**config.mk**
```make
export PLATFORM = sky130hd
export DESIGN_NAME = pipe_ksa
export DESIGN_NICKNAME = d
export VERILOG_FILES = /design/src/rtl/pipe_ksa.sv
export SDC_FILE = /design/constraint.sdc
export NUM_CORES = 1
export LEC_CHECK = 0
export ABC_AREA = 1
export CELL_PAD_IN_SITES_DETAIL_PLACEMENT = 2
export CELL_PAD_IN_SITES_GLOBAL_PLACEMENT = 2
export CORE_MARGIN = 3
export CORE_UTILIZATION = 26
export CTS_CLUSTER_SIZE = 30
export DETAILED_ROUTE_END_ITERATION = 10
export GPL_TIMING_DRIVEN = 0
export PLACE_DENSITY_LB_ADDON = 0.1
export SYNTH_ARGS = -nofsm -noshare
export SYNTH_HDL_FRONTEND = slang
export SYNTH_SLANG_ARGS = --single-unit
```
**constraint.sdc**
```tcl
create_clock -name clk -period 1.2 [get_ports clk]
set_input_delay 0.3 -clock clk [delete_from_list [all_inputs] [get_ports clk]]
set_output_delay 0.3 -clock clk [all_outputs]
set_load 0.02 [all_outputs]
```
**src/rtl/pipe_ksa.sv**
```systemverilog
// Pipelined Kogge-Stone adder/subtractor with valid/ready handshake.
// Carry-in rides as an extra prefix bit 0, so the prefix carry at bit i is the carry into operand bit i.
module pipe_ksa #(
    parameter int BITS   = 16,
    parameter int STAGES = 2
) (
    input  logic            clk,
    input  logic            rst_n,
    input  logic            in_valid,
    output logic            in_ready,
    input  logic [BITS-1:0] a,
    input  logic [BITS-1:0] b,
    input  logic            cin,
    input  logic            sub,
    output logic            out_valid,
    input  logic            out_ready,
    output logic [BITS-1:0] sum,
    output logic            cout,
    output logic            ovf
);
    localparam int W  = BITS + 1;
    localparam int LV = $clog2(W);

    typedef struct packed {
        logic [W-1:0]    g;
        logic [W-1:0]    p;
        logic [BITS-1:0] x;
        logic            am;
        logic            bm;
    } node_t;

    // Internal boundary i sits after prefix level (i*LV)/STAGES; positions are distinct for legal STAGES.
    function automatic logic is_bnd(input int k);
        for (int i = 1; i < STAGES; i++)
            if ((i * LV) / STAGES == k) return 1'b1;
        return 1'b0;
    endfunction

    function automatic node_t pfx(input node_t n, input int d);
        node_t        r;
        logic [W-1:0] lo;
        r   = n;
        lo  = ~({W{1'b1}} << d);
        r.g = n.g | (n.p & (n.g << d));
        r.p = n.p & ((n.p << d) | lo);
        return r;
    endfunction

    logic              adv;
    logic [STAGES-1:0] vld_q;
    logic [STAGES:0]   vchain;
    logic [BITS-1:0]   bb;
    logic              ci;
    node_t             nd  [0:LV];
    node_t             src [1:LV];
    logic [BITS-1:0]   res_sum;
    logic              res_cout;
    logic              res_ovf;
    logic [BITS-1:0]   sum_q;
    logic              cout_q;
    logic              ovf_q;

    assign adv       = out_ready || !out_valid;
    assign in_ready  = adv;
    assign vchain    = {vld_q, in_valid};
    assign out_valid = vld_q[STAGES-1];

    assign bb    = sub ? ~b : b;
    assign ci    = sub ? ~cin : cin;
    assign nd[0] = '{g: {a & bb, ci}, p: {a ^ bb, 1'b0}, x: a ^ bb, am: a[BITS-1], bm: bb[BITS-1]};

    for (genvar k = 0; k < LV; k++) begin : g_lvl
        if (is_bnd(k)) begin : g_reg
            node_t r_q;
            always_ff @(posedge clk or negedge rst_n) begin
                if (!rst_n)   r_q <= '0;
                else if (adv) r_q <= nd[k];
            end
            assign src[k+1] = r_q;
        end else begin : g_wire
            assign src[k+1] = nd[k];
        end
        assign nd[k+1] = pfx(src[k+1], 1 << k);
    end

    assign res_sum  = nd[LV].x ^ nd[LV].g[BITS-1:0];
    assign res_cout = nd[LV].g[BITS];
    assign res_ovf  = (nd[LV].am == nd[LV].bm) && (res_sum[BITS-1] != nd[LV].am);

    // Result fields are zeroed for bubbles so idle outputs read as 0.
    always_ff @(posedge clk or negedge rst_n) begin
        if (!rst_n) begin
            vld_q  <= '0;
            sum_q  <= '0;
            cout_q <= 1'b0;
            ovf_q  <= 1'b0;
        end else if (adv) begin
            vld_q  <= vchain[STAGES-1:0];
            sum_q  <= vchain[STAGES-1] ? res_sum : '0;
            cout_q <= vchain[STAGES-1] && res_cout;
            ovf_q  <= vchain[STAGES-1] && res_ovf;
        end
    end

    assign sum  = sum_q;
    assign cout = cout_q;
    assign ovf  = ovf_q;
endmodule

```
# [Word level (Yosys, flattened, before mapping)]
# Cells that the tools add are included.
[word_totals] ff_bits=72 word_cells=38
[classes] eq_ne=2 bitwise_logic=19 mux=3 reduce_logical=5
[ops] op="$and A17 B17 Y17" count=9
[ops] op="$or A17 B17 Y17" count=5
[ops] op="$mux W16" count=2
[ops] op="$xor A16 B16 Y16" count=2
[ops] op="$and A16 B16 Y16" count=1
[ops] op="$not A16 Y16" count=1
[ops] op="$logic_and A1 B1 Y1" count=3
[ops] op="$eq A1 B1 Y1" count=1
[ops] op="$logic_not A1 Y1" count=1
[ops] op="$logic_or A1 B1 Y1" count=1
[ops] op="$mux W1" count=1
[ops] op="$ne A1 B1 Y1" count=1
[ops] op="$not A1 Y1" count=1

# [Depth between registers and ports, before layout]
# Gate-level depths: netlist (run 1).
[depth] depth_word=10 depth_mapped=8 mapped_depth_nobuf=8

# [Worst setup path before layout (run 1)]
# Ideal clock, no wire load.
[synth_path] path_kind="input port to flip-flop" startpoint="input sub" endpoint="register g_lvl[2].g_reg.r_q[49] (netlist bit)" path_stages=7 required_ns=1.077 setup_time_ns=0.123 arrival_time_ns=1.467 slack_ns=-0.390 path_cell_list="buf_6 buf_4 xor2_1 ha_1 a21o_1 o21ai_0 nand2_1"
[synth_lines] item="start: declaration" line_no="14" text="input logic sub,"
[synth_lines] item="end signal: assignment" line_no="77" text="else if (adv) r_q <= nd[k];"
[synth_lines] item="end: declaration" line_no="74" text="node_t r_q;"

# [Final worst setup path (run 1)]
[layout_path] startpoint="register vld_q[1]" endpoint="register g_lvl[2].g_reg.r_q[38] (netlist bit)"
[layout_via] elab_chain_cells=2
[layout_lines] item="start: declaration" line_no="50" text="logic [STAGES-1:0] vld_q;"
[layout_lines] item="start signal: assignment" line_no="98" text="vld_q <= vchain[STAGES-1:0];"
[layout_lines] item="$logic_not A1 Y1" line_no="63" text="assign adv = out_ready || !out_valid;"
[layout_lines] item="$logic_or A1 B1 Y1" line_no="63"
# No other way between the ends.
# A chain may end at the register's enable or synchronous reset.

==> results of run 1 <==
[routing by layer]
| metal | vias to the layer above | part of all wire [%] |
|---|---|---|
| met5 | - | 0 |
| met4 | 0 | 1.5 |
| met3 | 13 | 3.5 |
| met2 | 78 | 50 |
| met1 | 1718 | 45 |
| li1 | 1566 | - |
[kinds of logic (layout without fill, tap and decap cells)]
| family | count (synthesis) | count (layout) | synth area share [%] |
|---|---|---|---|
| XOR/XNOR | 21 | 21 | 5.252 |
| AND/OR/NAND/NOR | 162 | 162 | 18.61 |
| flip-flops | 68 | 68 | 48.59 |
| buffers and inverters | 51 | 174 | 7.396 |
| adder cells (fa/ha/maj) | 16 | 16 | 5.716 |
| AO/OA/AOI/OAI | 87 | 87 | 14.43 |
[critical path: cells and delay by family (launching register included)]
| family | cells | cell delay, ns |
|---|---|---|
| and+or+nand+nor | 3 | 0.24 |
| DFF | 1 | 0.42 |
| buffers and inverters | 5 | 0.60 |
[placed cells by master (no fill, tap or decap), types with 8 or more instances in the layout]
| master | netlist | layout |
|---|---|---|
| sky130_fd_sc_hd__o21ai_2 | 0 | 10 |
| sky130_fd_sc_hd__buf_12 | 0 | 8 |
| sky130_fd_sc_hd__ha_4 | 0 | 8 |
| sky130_fd_sc_hd__buf_4 | 2 | 43 |
| sky130_fd_sc_hd__clkdlybuf4s50_1 | 0 | 11 |
| sky130_fd_sc_hd__a21oi_2 | 0 | 9 |
| sky130_fd_sc_hd__buf_2 | 4 | 13 |
| sky130_fd_sc_hd__nand2_1 | 128 | 87 |
| sky130_fd_sc_hd__inv_1 | 34 | 24 |
| sky130_fd_sc_hd__dlygate4sd2_1 | 0 | 20 |
| sky130_fd_sc_hd__clkbuf_16 | 0 | 11 |
| sky130_fd_sc_hd__nand2_4 | 1 | 15 |
| sky130_fd_sc_hd__buf_6 | 7 | 12 |
| sky130_fd_sc_hd__o21ai_1 | 11 | 20 |
| sky130_fd_sc_hd__xor2_1 | 16 | 8 |
| sky130_fd_sc_hd__inv_2 | 2 | 11 |
| sky130_fd_sc_hd__a21oi_1 | 22 | 8 |
| sky130_fd_sc_hd__nand2_2 | 0 | 27 |
| sky130_fd_sc_hd__nand3_1 | 20 | 15 |
| sky130_fd_sc_hd__dfrtp_1 | 68 | 67 |
[area by class of cell]
class                   instances  area [um2]  share of cell area (%)
flip-flops and latches         68        1703                   29.70
well taps                     172       215.2                   3.754
inverters                      37       148.9                   2.597
multi-input cells             286        2151                   37.52
clock buffers                  13       250.2                   4.365
plain buffers                  13       222.7                   3.885
repair buffers                109        1007                   17.57
clock inverters                 2       35.03                  0.6111
[worst min-delay path by stage]
stage,to,cells after the start,slack (ns),start
2_1_floorplan,cout,0,0.004,rst_n
4_1_cts,g_lvl[2].g_reg.r_q[9],2,0.43,rst_n
3_3_place_gp,sum[5],2,0.46,sum[5]
6_report,sum[4],2,0.42,rst_n
5_1_grt,g_lvl[2].g_reg.r_q[9],2,0.45,rst_n
3_5_place_dp,sum[4],1,0.23,rst_n
[repair_timing]
| action | in CTS | in global routing |
|---|---|---|
| resized for setup | 206 | 98 |
| pin swaps | 65 | 25 |
| cloned | 3 | 2 |
| endpoints found under the setup margin | 84 | 74 |
| hold buffers | 1 | 0 |
| setup buffers | 37 | 12 |
| endpoints found under the hold margin | 22 | 0 |
[power groups by stage]
stage                     registers (mW)  clock network, mW  logic (mW)
after CTS                           3.06               2.67        2.82
after floorplan                     3.19                  0        1.16
after detailed placement            3.08                  0        2.33
after global routing                3.16               2.79        3.61
final                               3.11               2.63        3.30
after global placement              3.06                  0        2.26
[sequential cells by signal, indices dropped and copies added, names as in the netlist]
signal / cells
g_lvl.g_reg.r_q: 48
sum: 16
vld_q: 2
cout: 1
ovf: 1
[metrics by stage]
stage,setup TNS [ns],total power [mW],cells
after floorplan,-5.383,4.345,405
after global placement,-217.16,5.322,633
after detailed placement,-33.35,5.409,634
after CTS,-2.991,8.547,690
after global routing,-9.066,9.556,700
final,-5.351,9.036,700
==> results.rst, run 1 <==
.. list-table::
   :header-rows: 1

   * - Metric
     - Value
   * - Run status
     - finished, violations left
   * - Failing checks
     - setup timing
   * - Data required time at the worst endpoint
     - 1.41 ns
   * - Startpoint Class
     - flop
   * - Least setup slack across all paths after layout
     - -0.1752 ns
   * - DRC marker count from the first detailed-route iteration
     - 88
   * - Total number of nets in the final design
     - 578
   * - Routed wire length per instance
     - 20.22 um
   * - Post-synthesis net count
     - 459
   * - Number of H-tree levels
     - 3
   * - Clock latency reported for the late side of the worst-skew pair
     - 0.33 ns
   * - Layout-stage area growth over the synthesis result
     - 63.70%
   * - First-pass GRT wire length
     - 20870 um
   * - Reg-to-reg endpoint
     - g_lvl[2].g_reg.r_q[38]
   * - Count of buffers from port buffering
     - 56
   * - Antenna violations before repair
     - 0
   * - CTS tree
     - yes
   * - Top post-synthesis cells by count
     - 128 x sky130_fd_sc_hd__nand2_1, 68 x sky130_fd_sc_hd__dfrtp_1, 34 x sky130_fd_sc_hd__inv_1
   * - Area of the die
     - 14900 um2
   * - CP max stage cell
     - sky130_fd_sc_hd__dfrtp_1
   * - Number of different library cells in the post-synthesis netlist
     - 29
   * - Fin util
     - 44.52%
   * - Vias per inst
     - 4.821
   * - Max-slew violations
     - 0
   * - Largest cells by area after synthesis
     - sky130_fd_sc_hd__dfrtp_1 49%, sky130_fd_sc_hd__nand2_1 14%, sky130_fd_sc_hd__ha_1 5.7%, sky130_fd_sc_hd__xor2_1 4.0%, sky130_fd_sc_hd__o21ai_0 3.9%
   * - Worst setup path start
     - vld_q[1]
   * - First-pass DRT Iterations
     - 4
   * - Vias
     - 3375
   * - Number of storage elements in the synthesis netlist
     - 68
   * - Number of remaining DRC errors
     - 0
   * - Peak supply drop
     - 0.0006575 V
   * - Synth Cell Area
     - 3502 um2
   * - Largest fanout on the critical path
     - 7
   * - Most used DFF post-synth
     - sky130_fd_sc_hd__dfrtp_1
   * - Net switching power
     - 3.182 mW
   * - Data arrival time at the worst-slack endpoint
     - 1.58 ns
   * - Final Routed Wirelength
     - 14160 um
   * - Met2 usage
     - 30.56%
   * - Total power density per cell area
     - 1576 nW/um2
   * - Setup repair after global routing missed its margin
     - yes
   * - Clock root buffer
     - sky130_fd_sc_hd__clkbuf_16
   * - Initial cell density of the core
     - 27.20%
   * - Setup Slack @ Placement
     - -0.9962 ns
   * - Hold Crit Class
     - in -> async
   * - Most used standard cell by instance count after synthesis
     - sky130_fd_sc_hd__nand2_1
   * - Overall die height
     - 122.1 um
   * - Final design instance area without fill
     - 5733 um2
   * - Worst-case hold slack
     - 0.4188 ns
   * - Reported max-cap violation count
     - 0
   * - Met3 capacity usage during global routing
     - 3.296%
   * - FILL cells
     - 1346
   * - Met1 demand-to-capacity share in global routing
     - 24.78%
   * - Average instance area after synthesis
     - 8.647 um2
   * - Number of failing setup endpoints in the final timing report
     - 62
   * - Mapped Cells
     - 405
   * - Cell taking the most area after synthesis
     - sky130_fd_sc_hd__dfrtp_1
   * - Number of sinks handled by clock tree synthesis
     - 68
   * - Count of antenna-violating nets left after detailed routing
     - 0
   * - Clk buf depth
     - 2
   * - Worst reg2reg setup slack
     - -0.18 ns
   * - Worst slew slack as a fraction of its limit
     - 74.80%
   * - Number of ports placed on the die boundary
     - 58
   * - Clock Power Share
     - 29.2%
   * - Clock-pin slew of the registers on the worst-case setup and hold paths
     - 0.06 ns
   * - Post-synthesis async set-or-reset flop share
     - 100.0%
   * - Hold Vio Cnt, Final
     - 0
   * - Ant diodes
     - 0
   * - Pin count of the biggest net entering global routing
     - 47
   * - Start of the worst register-to-register path
     - vld_q[1]
   * - Die extent in x
     - 122.1 um
   * - Share of layout cells above drive strength 1
     - 41.48%
   * - Fraction of the yosys area taken by sequential cells
     - 48.59%
   * - Number of cells on the worst reg-to-reg path
     - 8
   * - Post-place instance area
     - 4343 um2
   * - Power Internal
     - 5.854 mW
   * - Leak
     - 2.696 nW
   * - Critical path's largest stage delay
     - 0.42 ns
   * - Share of total power in combinational logic
     - 36.5%
   * - Final Wtd Congestion
     - 0.7742
   * - Part of the power in registers
     - 34.4%
   * - GRT Residual Overflow
     - 0
   * - Number of enable-type register cells in the synthesized netlist
     - 0
   * - Most crowded layer after global routing
     - met2
   * - Number of buffers added by the clock tree synthesis step
     - 9
   * - Highest clock rate
     - 0.7272 GHz
   * - Clk_skew
     - 0.005250 ns
   * - Fraction of synthesized cell area taken by the top area cell type
     - 48.59%
   * - Final min period
     - 1.375 ns
   * - Yosys warning total
     - 0
   * - Proportion of total power due to net switching
     - 35.22%
   * - Area inside the core boundary
     - 12880 um2
   * - Vias in the first global route
     - 3758
   * - Kind of end point of the critical path
     - flop
   * - Detailed placement HPWL
     - 8769 um
   * - CP Cell Sequence
     - nand2_4 > buf_6 > inv_6 > buf_12 > buf_12 > buf_8 > nand2_4 > nand3_2
   * - Final critical-path share of the clock period
     - 114.6%
   * - Destination of the critical timing path
     - g_lvl[2].g_reg.r_q[38]
   * - Number of placement rows
     - 41
   * - Critical Setup Path Class
     - reg -> reg
   * - Global-route total usage across every layer
     - 18.46%
   * - Worst-Margin Slew
     - 0.3773 ns
No activity file was read; power rests on OpenSTA's default activity.
==> inputs of run 2 (changes only) <==
--- a/config.mk
+++ b/config.mk
@@ -8,12 +8,14 @@
 export ABC_AREA = 1
 export CELL_PAD_IN_SITES_DETAIL_PLACEMENT = 2
 export CELL_PAD_IN_SITES_GLOBAL_PLACEMENT = 2
+export CORE_ASPECT_RATIO = 0.5
 export CORE_MARGIN = 3
 export CORE_UTILIZATION = 26
 export CTS_CLUSTER_SIZE = 30
 export DETAILED_ROUTE_END_ITERATION = 10
 export GPL_TIMING_DRIVEN = 0
 export PLACE_DENSITY_LB_ADDON = 0.1
+export SLEW_MARGIN = 20
 export SYNTH_ARGS = -nofsm -noshare
 export SYNTH_HDL_FRONTEND = slang
 export SYNTH_SLANG_ARGS = --single-unit
==> run 2 against run 1 <==
The run still ends with setup timing left. Register-to-register slack lost 0.04 ns. Clock-buffer cell count unchanged. Utilization grew 2.7 points. Die area increased by 0.56%. Clock power decreased by 5%. Worst setup slack lost 0.040 ns. Worst hold slack better by 0.022 ns. Combinational power rose by 10%. Via count is 0.44% higher. Largest power group unchanged.
==> results.rst, run 2 (synthesized netlist as in run 1, its figures left out) <==
.. list-table::
   :header-rows: 1

   * - Metric
     - Value
   * - Run status
     - finished, violations left
   * - Failing checks
     - setup timing
   * - Number of failing setup endpoints in the final timing report
     - 61
   * - Critical Setup Path Class
     - reg -> reg
   * - Final Routed Wirelength
     - 14810 um
   * - CTS tree
     - yes
   * - Number of buffers added by the clock tree synthesis step
     - 9
   * - CP Cell Sequence
     - nand2_8 > buf_6 > clkinv_8 > nor2_4 > inv_4 > a21oi_2 > o21ai_1 > nand2_1
   * - CP max stage cell
     - sky130_fd_sc_hd__dfrtp_2
   * - Most used cells in the layout excluding fill and tap cells
     - 67 x sky130_fd_sc_hd__nand2_1, 65 x sky130_fd_sc_hd__dfrtp_1, 40 x sky130_fd_sc_hd__buf_4
   * - Worst-Margin Slew
     - 0.4140 ns
   * - Data arrival time at the worst-slack endpoint
     - 1.69 ns
   * - Hold Crit Class
     - in -> async
   * - Peak supply drop
     - 0.0005846 V
   * - Global-route total usage across every layer
     - 19.02%
   * - FILL cells
     - 1311
   * - Worst setup path start
     - vld_q[1]
   * - DRC marker count from the first detailed-route iteration
     - 134
   * - GRT Residual Overflow
     - 0
   * - Area inside the core boundary
     - 12920 um2
   * - Share of layout cells above drive strength 1
     - 48.12%
   * - Total number of nets in the final design
     - 582
   * - Vias per inst
     - 4.829
   * - Antenna violations before repair
     - 0
   * - Start of the worst register-to-register path
     - vld_q[1]
   * - Final critical-path share of the clock period
     - 117.9%
   * - Overall die height
     - 88.07 um
   * - Worst slew slack as a fraction of its limit
     - 72.40%
   * - Most common library cell in the layout ignoring fill and taps
     - sky130_fd_sc_hd__nand2_1
   * - Setup repair after global routing missed its margin
     - yes
   * - Number of placement rows
     - 29
   * - Die extent in x
     - 170.1 um
   * - Routed wire length per instance
     - 21.09 um
   * - Data required time at the worst endpoint
     - 1.47 ns
   * - Number of ports placed on the die boundary
     - 58
   * - First-pass GRT wire length
     - 21090 um
   * - Kind of end point of the critical path
     - flop
   * - Clock latency reported for the late side of the worst-skew pair
     - 0.34 ns
   * - Number of sinks handled by clock tree synthesis
     - 68
   * - Final Wtd Congestion
     - 0.7296
   * - Routed met2 length
     - 7150 um
   * - Largest fanout on the critical path
     - 5
   * - Number of remaining DRC errors
     - 0
   * - Startpoint Class
     - flop
   * - Ant diodes
     - 0
   * - Critical path's largest stage delay
     - 0.45 ns
   * - Fin util
     - 47.24%
   * - Leak
     - 2.886 nW
   * - Final min period
     - 1.415 ns
   * - Clk buf depth
     - 2
   * - Number of flip-flops in the largest register
     - 48
   * - Number of H-tree levels
     - 3
   * - Vias
     - 3390
   * - First-pass DRT Iterations
     - 4
   * - Count of antenna-violating nets left after detailed routing
     - 0
   * - Vias in the first global route
     - 3729
   * - Layout-stage area growth over the synthesis result
     - 74.24%
   * - Most flop-heavy register
     - g_lvl.g_reg.r_q
   * - Highest clock rate
     - 0.7067 GHz
   * - Hold Vio Cnt, Final
     - 0
   * - Reported max-cap violation count
     - 0
   * - WL met3
     - 472 um
   * - Total power density per cell area
     - 1529 nW/um2
   * - Clock root buffer
     - sky130_fd_sc_hd__clkbuf_16
   * - Post-route met1 wirelength
     - 7108 um
   * - Clk_skew
     - 0.008666 ns
   * - Worst-case hold slack
     - 0.4405 ns
   * - Count of buffers from port buffering
     - 56
   * - Clock-pin slew of the registers on the worst-case setup and hold paths
     - 0.06 ns
   * - Area of the die
     - 14980 um2
   * - Least setup slack across all paths after layout
     - -0.2150 ns
   * - Detailed placement HPWL
     - 8911 um
   * - Highest routed layer
     - met4
   * - Pin count of the biggest net entering global routing
     - 42
   * - Initial cell density of the core
     - 27.11%
   * - Max-slew violations
     - 0
run 2: changes by cell type in the layout (fill, tap and decap cells not counted), moves of 5 or more:
cell	change
sky130_fd_sc_hd__buf_2	-8
sky130_fd_sc_hd__buf_6	+7
sky130_fd_sc_hd__o21ai_2	+5
sky130_fd_sc_hd__buf_12	+6
sky130_fd_sc_hd__nand2_4	+14
sky130_fd_sc_hd__nand2_1	-20
sky130_fd_sc_hd__nand2_2	+5
run 2: metrics by stage:
step                      power [mW]  setup WS [ns]  instance area [um2]  std cells  TNS (ns)
after floorplan                4.345        -0.2990                 3542        405    -5.383
after global placement         5.347         -2.857                 4315        631   -225.84
after detailed placement       5.397         -1.052                 4340        632    -33.44
after CTS                      8.644        -0.1760                 5514        690    -1.938
after global routing           9.853        -0.2746                 6102        702    -9.584
final                          9.331        -0.2150                 6102        702    -6.098
run 2: area by class of cell:
type                            count  area, um2  area share, %
Inverter                           37      156.4          2.563
Buffer                             14      254.0          4.162
Tap cell                          170      212.7          3.486
Clock buffer                       13      260.3          4.265
Multi-Input combinational cell    286       2341          38.36
Sequential cell                    68       1705          27.95
Timing Repair Buffer              112       1162          19.05
Clock inverter                      2      10.01         0.1640
run 2: routing by layer:
metal / global-route usage [%] / vias to the layer above
met2: 31.94 / 55
li1: - / 1585
met3: 4.238 / 9
met1: 26.02 / 1741
met5: 0 / -
met4: 2.649 / 0
run 2: worst max-delay path: cells and delay by family, from the launching register on:
kind            cells  cell delay [ns]
buf+inv             3             0.30
simple gates        3             0.34
flops               1             0.45
compound gates      2             0.27
run 2: what timing repair did:
| action | CTS | global route |
|---|---|---|
| setup buffers | 36 | 12 |
| setup endpoints to repair | 86 | 82 |
| gates resized for setup | 254 | 127 |
| hold endpoints to repair | 27 | 0 |
| pin swaps | 63 | 19 |
| gates cloned | 6 | 2 |
| hold buffers | 1 | 0 |
run 2: worst paths after layout:
kind	to	slack, ns	cells past startpoint
worst max-delay path	sum[5]	-0.22	8
worst min-delay path	g_lvl[2].g_reg.r_q[38]	0.44	2
worst max register to register	sum[5]	-0.22	8
worst min register to register	sum[12]	0.47	2
max in group asynchronous	g_lvl[2].g_reg.r_q[0]	0.20	3
min in group clk	sum[12]	0.47	2
run 2: report_power, final:
| group | total [mW] | internal (mW) | switching [mW] |
|---|---|---|---|
| sequential | 3.19 | 2.74 | 0.453 |
| combinational | 3.64 | 1.71 | 1.94 |
| clock | 2.50 | 1.50 | 1.00 |
==> inputs of run 3 (changes only) <==
==> constraint.sdc (replaced) <==
create_clock -name clk -period 1.5 [get_ports clk]
set_input_delay 0.375 -clock clk [delete_from_list [all_inputs] [get_ports clk]]
set_output_delay 0.375 -clock clk [all_outputs]
set_load 0.02 [all_outputs]
==> run 3 against run 2 <==
The flow still finishes with violations (setup timing). Worst hold slack got worse by 0.032 ns. Die area unchanged. Register-to-register slack improved by 0.37 ns. Worst setup slack improved by 0.20 ns. Critical endpoint is now g_lvl[2].g_reg.r_q[40].
==> results.rst, run 3 (synthesized netlist as in run 1, its figures left out) <==
.. list-table::
   :header-rows: 1

   * - Metric
     - Value
   * - Number of buffers added by the clock tree synthesis step
     - 9
   * - Clk buf depth
     - 2
   * - Detailed placement HPWL
     - 8957 um
   * - Largest fanout on the critical path
     - 2
   * - CP max stage cell
     - sky130_fd_sc_hd__clkdlybuf4s50_1
   * - Worst-case hold slack
     - 0.4087 ns
   * - Family of cells with the greatest summed delay on the critical path
     - buffers and inverters
   * - Area inside the core boundary
     - 12920 um2
   * - Number of failing setup endpoints in the final timing report
     - 1
   * - Clock latency reported for the late side of the worst-skew pair
     - 0.34 ns
   * - Number of placement rows
     - 29
   * - First-pass DRT Iterations
     - 4
   * - Number of ports placed on the die boundary
     - 58
   * - Most flop-heavy register
     - g_lvl.g_reg.r_q
   * - Highest routed layer
     - met4
   * - CTS tree
     - yes
   * - Startpoint Class
     - primary input
   * - WL met3
     - 277 um
   * - CP Cell Sequence
     - clkdlybuf4s50_1 > ha_1 > inv_1 > o21bai_1 > nand2_1 > o221ai_1
   * - Number of flip-flops in the largest register
     - 48
   * - Run status
     - finished, violations left
   * - Global-route total usage across every layer
     - 17.24%
   * - Post-route met1 wirelength
     - 6284 um
   * - Seq. cell area
     - 1703 um2
   * - Most common library cell in the layout ignoring fill and taps
     - sky130_fd_sc_hd__nand2_1
   * - Hold Crit Class
     - in -> reg
   * - Highest clock rate
     - 0.6599 GHz
   * - Total Power Consumption
     - 6.719 mW
   * - Most used cells in the layout excluding fill and tap cells
     - 122 x sky130_fd_sc_hd__nand2_1, 67 x sky130_fd_sc_hd__dfrtp_1, 27 x sky130_fd_sc_hd__inv_1
   * - Hold Path Depth
     - 4
   * - Clk_skew
     - 0.01008 ns
   * - Data arrival time at the worst-slack endpoint
     - 1.76 ns
   * - FILL cells
     - 1435
   * - Initial cell density of the core
     - 27.11%
   * - Number of remaining DRC errors
     - 0
   * - Overall die height
     - 88.07 um
   * - Sum of buffers and inverters on the critical path
     - 2
   * - Final min period
     - 1.515 ns
   * - Vias per inst
     - 4.759
   * - Final Routed Wirelength
     - 12440 um
   * - Hold Crit Endpoint
     - g_lvl[2].g_reg.r_q[0]
   * - GRT Residual Overflow
     - 0
   * - Worst reg2reg setup slack
     - 0.15 ns
   * - Area of the multi-input gates
     - 1709 um2
   * - Total number of nets in the final design
     - 543
   * - Max-slew violations
     - 0
   * - Number of sinks handled by clock tree synthesis
     - 68
   * - Routed wire length per instance
     - 18.73 um
   * - Count of antenna-violating nets left after detailed routing
     - 0
   * - Reg-to-reg endpoint
     - g_lvl[2].g_reg.r_q[37]
   * - Layout-stage area growth over the synthesis result
     - 41.41%
   * - Final Wtd Congestion
     - 0.7232
   * - Count of buffers from port buffering
     - 56
   * - Kind of end point of the critical path
     - flop
   * - Power Internal
     - 4.445 mW
   * - Proportion of total power due to net switching
     - 33.85%
   * - Data required time at the worst endpoint
     - 1.75 ns
   * - First-pass GRT wire length
     - 19300 um
   * - Setup repair after global routing missed its margin
     - yes
   * - Vias
     - 3160
   * - Min-Delay Startpoint
     - sub
   * - Final critical-path share of the clock period
     - 101.0%
   * - Pin count of the biggest net entering global routing
     - 44
   * - Start of the worst register-to-register path
     - vld_q[1]
   * - Share of total power in combinational logic
     - 29.3%
   * - Clock Power Share
     - 34.4%
   * - Reported max-cap violation count
     - 0
   * - Clock root buffer
     - sky130_fd_sc_hd__clkbuf_16
   * - Critical path's largest stage delay
     - 0.43 ns
   * - Critical Setup Path Class
     - in -> reg
   * - Failing checks
     - setup timing
   * - Post-place instance area
     - 4328 um2
   * - Cells after DPL
     - 632
   * - Least setup slack across all paths after layout
     - -0.01545 ns
   * - DRC marker count from the first detailed-route iteration
     - 143
   * - Worst slew slack as a fraction of its limit
     - 73.53%
   * - Share of layout cells above drive strength 1
     - 18.42%
   * - Number of cells on the worst reg-to-reg path
     - 7
   * - Total power density per cell area
     - 1357 nW/um2
   * - Antenna violations before repair
     - 0
   * - Ant diodes
     - 0
   * - Die extent in x
     - 170.1 um
   * - Worst-Margin Slew
     - 0.3971 ns
   * - Number of H-tree levels
     - 3
   * - Non-filler cells, final
     - 664
   * - Part of the power in registers
     - 36.3%
   * - Net switching power
     - 2.274 mW
   * - Final design instance area without fill
     - 4952 um2
   * - Leak
     - 2.391 nW
   * - Hold Vio Cnt, Final
     - 0
   * - Vias in the first global route
     - 3397
   * - Clock-pin slew of the registers on the worst-case setup and hold paths
     - 0.06 ns
   * - Area of the die
     - 14980 um2
   * - Routed met2 length
     - 5723 um
   * - Peak supply drop
     - 0.0004686 V
[run 3: changes by cell type in the layout (fill, tap and decap cells not counted), sizes merged, moves of 3 or more]
cell / before / now
dlymetal6s2s: 0 / 8
dlygate4sd2: 21 / 24
buf: 88 / 32
clkbuf: 15 / 10
clkdlybuf4s50: 13 / 22
[run 3: worst max-delay path by stage]
| stage | from | to | slack, ns | cells after the start |
|---|---|---|---|---|
| after floorplan | sub | g_lvl[2].g_reg.r_q[50] | -0.07 | 7 |
| after global placement | rst_n | ovf | -2.59 | 1 |
| after detailed placement | out_ready | in_ready | -0.91 | 5 |
| after CTS | vld_q[1] | in_ready | -0.08 | 3 |
| after global routing | vld_q[1] | in_ready | -0.02 | 3 |
| final | a[2] | g_lvl[2].g_reg.r_q[40] | -0.02 | 6 |
[run 3: tightest hold or removal path, cell delays in order]
cell and delay [ns]:
sky130_fd_sc_hd__buf_12 0.12, sky130_fd_sc_hd__xor2_1 0.09, sky130_fd_sc_hd__nand2_1 0.05, sky130_fd_sc_hd__o21ai_0 0.07
[run 3: cell type report]
cell class              instances  share of cell area, %
plain buffers                  13                  2.931
multi-input cells             286                  34.51
repair buffers                 74                  14.60
flip-flops and latches         68                  34.39
well taps                     170                  4.295
inverters                      37                  2.855
clock inverters                 6                  1.794
clock buffers                  10                  4.624
[run 3: power groups by stage]
stage	registers (mW)	logic, mW	clock network, mW
after floorplan	2.55	0.907	0
after global placement	2.45	1.80	0
after detailed placement	2.47	1.84	0
after CTS	2.44	1.84	2.38
after global routing	2.49	2.19	2.45
final	2.44	1.97	2.31
[run 3: what timing repair did]
item | 4_1_cts | 5_1_grt
setup endpoints to repair | 34 | 26
hold buffers | 1 | 0
setup buffers | 5 | 11
pin swaps | 19 | 31
endpoints found under the hold margin | 25 | 0
gates resized for setup | 44 | 43
[run 3: through the flow]
stage	TNS [ns]	setup WS, ns	util [%]
6_report	-0.01545	-0.01545	38.34
5_1_grt	-0.04447	-0.02455	38.34
4_1_cts	-0.1129	-0.08348	36.57
3_5_place_dp	-17.29	-0.9089	33.50
3_3_place_gp	-191.71	-2.590	33.31
2_1_floorplan	-0.2469	-0.07424	-
[run 3: layer usage]
| layer | global-route usage (%) | vias up |
|---|---|---|
| met5 | 0 | - |
| met4 | 5.077 | 0 |
| met3 | 3.832 | 12 |
| met2 | 27.97 | 42 |
| met1 | 23.33 | 1605 |
| li1 | - | 1501 |
